[src/rtl/apb_slave_mem.sv]
// apb_slave_mem: APB3 completer backed by a byte-wide register memory.
// Define APB_SLV_WAIT_EN to insert WAIT_CYCLES wait states per transfer.
module apb_slave_mem #(
  parameter int DATA_W      = 8,
  parameter int ADDR_W      = 8,
  parameter int MEM_DEPTH   = 256,
  parameter int WAIT_CYCLES = 2
) (
  input  logic              PCLK,
  input  logic              PRESET,
  input  logic              PSEL,
  input  logic              PENABLE,
  input  logic              PWRITE,
  input  logic [ADDR_W-1:0] PADDR,
  input  logic [DATA_W-1:0] PWDATA,
  output logic [DATA_W-1:0] PRDATA,
  output logic              PREADY,
  output logic              PSLVERR
);

  localparam int IW = (MEM_DEPTH > 1) ? $clog2(MEM_DEPTH) : 1;

  typedef enum logic {IDLE, ACCESS} state_t;

  state_t            state_q, state_d;
  logic [DATA_W-1:0] mem [MEM_DEPTH];
  logic [ADDR_W-1:0] addr_q, addr_d;
  logic [DATA_W-1:0] wdata_q, wdata_d;
  logic [DATA_W-1:0] prdata_d;
  logic              wr_q, wr_d;
  logic              err_q, err_d;
  logic              pready_d, pslverr_d;
  logic              mem_we;
  logic              addr_err;
  logic              setup;
  logic              abort;
  logic              load_rdy;
  logic [IW-1:0]     rd_idx, wr_idx;

  assign setup    = PSEL && !PENABLE;
  assign abort    = !PSEL || !PENABLE;
  assign addr_err = 32'(PADDR) >= MEM_DEPTH;
  assign rd_idx   = PADDR[IW-1:0];
  assign wr_idx   = addr_q[IW-1:0];

`ifdef APB_SLV_WAIT_EN
  localparam logic [3:0] WAIT_LD = 4'(WAIT_CYCLES);
  logic [3:0] cnt_q, cnt_d;
  assign load_rdy = (WAIT_LD == 4'd0);
`else
  assign load_rdy = 1'b1;
`endif

  always_comb begin
    state_d   = state_q;
    addr_d    = addr_q;
    wdata_d   = wdata_q;
    wr_d      = wr_q;
    err_d     = err_q;
    prdata_d  = PRDATA;
    pready_d  = 1'b0;
    pslverr_d = 1'b0;
    mem_we    = 1'b0;
`ifdef APB_SLV_WAIT_EN
    cnt_d     = cnt_q;
`endif
    unique case (state_q)
      IDLE: begin
        if (setup) begin
          state_d   = ACCESS;
          addr_d    = PADDR;
          wdata_d   = PWDATA;
          wr_d      = PWRITE;
          err_d     = addr_err;
          pready_d  = load_rdy;
          pslverr_d = load_rdy && addr_err;
          if (!PWRITE)
            prdata_d = addr_err ? '0 : mem[rd_idx];
`ifdef APB_SLV_WAIT_EN
          cnt_d     = WAIT_LD;
`endif
        end
      end
      ACCESS: begin
        // Abort wins even on the completing edge: no commit without PSEL.
        if (abort) begin
          state_d = IDLE;
        end else if (PREADY) begin
          state_d = IDLE;
          mem_we  = wr_q && !err_q;
        end else begin
`ifdef APB_SLV_WAIT_EN
          cnt_d     = cnt_q - 4'd1;
          pready_d  = (cnt_q == 4'd1);
          pslverr_d = (cnt_q == 4'd1) && err_q;
`else
          state_d   = IDLE;
`endif
        end
      end
      default: state_d = IDLE;
    endcase
  end

  always_ff @(posedge PCLK) begin
    if (PRESET) begin
      state_q <= IDLE;
      addr_q  <= '0;
      wdata_q <= '0;
      wr_q    <= 1'b0;
      err_q   <= 1'b0;
      PRDATA  <= '0;
      PREADY  <= 1'b0;
      PSLVERR <= 1'b0;
`ifdef APB_SLV_WAIT_EN
      cnt_q   <= '0;
`endif
    end else begin
      state_q <= state_d;
      addr_q  <= addr_d;
      wdata_q <= wdata_d;
      wr_q    <= wr_d;
      err_q   <= err_d;
      PRDATA  <= prdata_d;
      PREADY  <= pready_d;
      PSLVERR <= pslverr_d;
`ifdef APB_SLV_WAIT_EN
      cnt_q   <= cnt_d;
`endif
    end
  end

  always_ff @(posedge PCLK) begin
    if (PRESET) begin
      for (int i = 0; i < MEM_DEPTH; i++)
        mem[i] <= '0;
    end else if (mem_we) begin
      mem[wr_idx] <= wdata_q;
    end
  end

endmodule

[config.mk]
export PLATFORM = sky130hd
export DESIGN_NAME = apb_slave_mem
export DESIGN_NICKNAME = d
export VERILOG_FILES = /design/src/rtl/apb_slave_mem.sv
export SDC_FILE = /design/constraint.sdc
export NUM_CORES = 2
export LEC_CHECK = 0
export CORE_UTILIZATION = 59
export CTS_CLUSTER_DIAMETER = 80
export CTS_CLUSTER_SIZE = 40
export DETAILED_ROUTE_END_ITERATION = 10
export PLACE_DENSITY_LB_ADDON = 0.08
export SLEW_MARGIN = 40
export SYNTH_ARGS = -nofsm -noshare
export SYNTH_HDL_FRONTEND = slang
export SYNTH_SLANG_ARGS = --single-unit
[constraint.sdc]
create_clock -name PCLK -period 7.1 [get_ports PCLK]
set_input_delay 1.42 -clock PCLK [delete_from_list [all_inputs] [get_ports PCLK]]
set_output_delay 1.42 -clock PCLK [all_outputs]
set_load 0.03 [all_outputs]
# --- Word level (Yosys, flattened, before mapping) ---
# Memory sizes are Yosys's and may differ from the RTL's. A register that Yosys moved wholly into a read port is not among the register bits.
# Cells that the tools add are included.
op_classes:
  n_mux: 13
  bitwise_logic: 2
  n_reduce_logical: 8
ops:
  columns: ["cell", "n"]
  rows:
  - ["two-way mux 8 bit", 2]
  - ["two-way mux 1 bit", 10]
  - ["OR reduction 8 bit", 1]
  - ["AND reduction 3 bit", 1]
  - ["zero test 1 bit", 2]
  - ["NOT 1 bit", 2]
  - ["one-hot mux 1 bit (2 select lines)", 1]
  - ["AND reduction 2 bit", 1]
  - ["OR reduction 2 bit", 1]
  - ["logical AND 1 bit", 1]
  - ["logical OR 1 bit", 1]
totals:
  elab_cells: 29
  memories: 1
  inputBits: 21
  register_bits: 19
  ramBits: 2048
mem_list:
  columns: ["name", "words", "width", "read_ports", "rd_clocked_by_memory_dff", "wr", "line", "text"]
  rows:
  - ["mem", 256, 8, 1, 1, 256, "26", "logic [DATA_W-1:0] mem [MEM_DEPTH];"]

# --- Longest topological paths before layout ---
depth:
  ltp_word: 9
  depth_mapped: 12
  mapped_depth_nobuf: 7

# --- Least setup slack after synthesis ---
# OpenSTA, ideal clock, no wires.
synth_path:
  path_type: "input to register"
  start: "input PRESET"
  end: "memory mem[162][0], enable pin"
  setup_slack_ps: 3660
  arrival_time_ps: 3114
  required_ps: 6774
  path_stages: 8
  setup_time_ps: 326
  cell_sequence: "buf_6 -> nor3b_1 -> nand2b_1 -> clkbuf_1 -> nor3_2 -> clkbuf_1 -> clkbuf_1 -> a21o_1"
synth_lines:
  columns: ["element", "line", "text"]
  rows:
  - ["start, declared", "10", "input logic PRESET,"]
  - ["end, declared", "26", null]

==> run summary <==
Routed wire length: 268 mm
Post-synth EDFFs: 2048
CTS root buffer: clkbuf_16
Leak Pwr: 44.5 nW
CP endpoint kind: register
Reg-to-Reg End: PRDATA[1]
Hold Path Cell Cnt: 2
Layout cell share with drive strength beyond 1: 12.7%
Total Power: 23.7 mW
#FFs+latches synth: 2074
Port-buffer cells: 29
Flop pwr share: 58.8%
Critical path startpoint category: input port
Hold Path Sink: addr_q[1]
Post-DRT Antenna Nets: 0
Clk Latency, worst-skew pair: 0.80 ns
Switching Fraction: 25.5%
Wire per inst: 31.7 um
Hold Slack: 0.529 ns
# IOs: 31
Vias in the first global route: 56100
Grt ovf: 0
Post-synth ARST share: 0%
Final setup violation count: 0
Top cell type's share of synthesized area: 62.9%
Global Route met1 Usage: 45.9%
TritonCTS Buffers: 107
Setup Buffers After CTS: 0
WS Path Type: input port to register
Post-CTS Resized: 0
Net Sw Power: 6.04 mW
Ys flop type: edfxtp_1
Core area: 0.165 mm^2
TNS Setup: 0 ns
Worst Tran Pin Value: 0.949 ns
Synthesized area: 0.0978 mm^2
Max_cap viols: 0
R2R Setup Slk: 3.57 ns
DR vias/cell: 6.97
Sequential area share after synthesis: 63.4%
Initial Util: 59.3%
Synth warn: 0
Die area: 0.167 mm^2
Int Pwr: 17.6 mW
# hold bufs at CTS: 0
Status: finished, final reports clean
Placed cell areas: 0.0984 mm^2
Layout Skew: 0.0494 ns
Net Count, Synth: 6833
M3 GR Usage: 4.89%
CP required: 7.82 ns
Slew Viols, Final: 0
Mapped Cells: 6812
Maximum operating frequency: 0.212 GHz
Core Util, Final: 62.4%
RSZ-0062 raised after global routing: false
Post-Place Worst Slack: 1.76 ns
Worst VDD drop: 0.243 mV
Hold wc startpoint: addr_q[1]
Clock Pin Slew Worst Setup and Hold Paths: 0.12 ns
Routing usage on met2: 49.8%
Gp weighted congestion: 0.924
Hold Fails Final Rpt: 0
CTS tree: built
First-pass GRT wire length: 392 mm
Largest net degree at the start of global routing: 197
Nets@finish: 6195
Arr. time, crit path: 5.43 ns
# H-tree levels: 3
Post-DP HPWL: 157 mm
Initial antenna violation count: 11
Min-Delay Path Class: register to register
Max_slew headroom: 36.1%
Design area: 0.103 mm^2
Pwr/cell area: 230 mW/mm^2
Syn_area_per_cell: 14.4 um^2
Worst-case clock buffer depth: 3
Die Height: 409 um
Non-filler cells, final: 8461
Synth-to-Final Area Change: 5.15%
Die width: 409 um
Area leader, netlist: edfxtp_1
Yosys cell types: 72
FP Rows: 149
Crit-path max FO: 35
Starting DRT DRC Count: 7848
Final setup margin: 2.39 ns
TritonRoute pass-1 iters: 6
Clock Power Share: 33.9%
Residual DRC: 0
All-Layer GR Usage: 31.6%
Clk sinks: 2074
R2r worst-path depth: 7
Cells after DPL: 8247
Vias: 58900
Grt peak-use layer: met2
Tmin final: 4.71 ns
Crit share post-route: 66.3%
Reg2reg start: PREADY
Combinational Power Share: 7.3%
Synth top area cells: edfxtp_1 (63%), and3_1 (13%), mux4_2 (7.6%)
-- placed cells by master, fill, tap and decap left out, drive strengths merged, types with 29 or more instances in the layout --
| master | instances |
|---|---|
| a21oi | 69 |
| inv | 57 |
| a22oi | 35 |
| edfxtp | 2048 |
| o22ai | 98 |
| nand3 | 29 |
| clkinv | 33 |
| a211oi | 37 |
| mux2i | 345 |
| a21o | 257 |
| buf | 185 |
| and3 | 2049 |
| nand2 | 157 |
| nor2 | 48 |
| clkbuf | 111 |
| o221ai | 53 |
| mux4 | 361 |
| o21ai | 46 |
-- logic make-up after synthesis --
group,count (synthesis),share of synthesized area [%]
muxes,709,12.0
AOI/OAI and AO/OA,689,5.09
other,1,0.00383
DFF,2074,63.4
buffers and inverters,961,4.75
and+or+nand+nor,2378,14.7
-- how the worst max path moves through the flow --
stage	start	cells past startpoint	slack, ns	to
after floorplan	PRESET	8	3.66	mem[162][0]
after global routing	PADDR[1]	10	2.37	PRDATA[0]
after detailed placement	PADDR[4]	9	1.76	PRDATA[2]
after CTS	PADDR[4]	9	2.60	PRDATA[2]
final	PADDR[4]	9	2.39	PRDATA[2]
after global placement	PADDR[1]	10	1.09	PRDATA[3]
-- synthesized netlist by cell type (all sizes together) (26+ instances only) --
cell type and number:
nand2 157, clkbuf 781, a21o 257, a211oi 37
dfxtp 26, o221ai 53, a22oi 35, and3 2049
nand3 29, o21ai 46, a21oi 69, mux2i 345
buf 177, nor2 48, o22ai 98, mux4 361
edfxtp 2048
-- sequential cells by signal (all words and copies together), names as in the netlist --
| register | cells |
|---|---|
| PRDATA | 8 |
| wr_q | 1 |
| mem | 2048 |
| wdata_q | 8 |
| PREADY | 1 |
| addr_q | 8 |
-- power groups by stage --
stage / Clock [mW] / Combinational [mW] / Sequential, mW
floorplan: 0 / 1.16 / 14.1
global placement: 0 / 1.67 / 14.2
detailed placement: 0 / 1.70 / 14.2
CTS: 8.06 / 1.71 / 13.9
global route: 8.43 / 1.80 / 14.0
finish: 8.02 / 1.73 / 13.9
-- metal layers --
metal	up-vias	part of all wire, %
li1	25300	-
met1	30400	40
met2	2817	48
met3	395	8.9
met4	4	3.4
met5	-	0.013
-- final cells by class --
cell class	count	area, um^2
Sequential cell	2074	62000
Fill cell	11900	62000
Multi-Input combinational cell	3777	31400
Tap cell	2189	2740
Clock buffer	110	2710
Timing Repair Buffer	211	2420
Clock inverter	93	1440
Inverter	3	13.8
Antenna cell	4	10.0
-- worst max-delay path, cell delays in order --
cell	delay [ns]
buf_6	0.41
buf_4	0.60
and2_2	0.72
buf_4	0.41
a211oi_1	0.16
o21ai_0	0.35
nand3_1	0.34
nor4_2	0.74
a221o_1	0.20
Power figures use the tool's default switching activity.
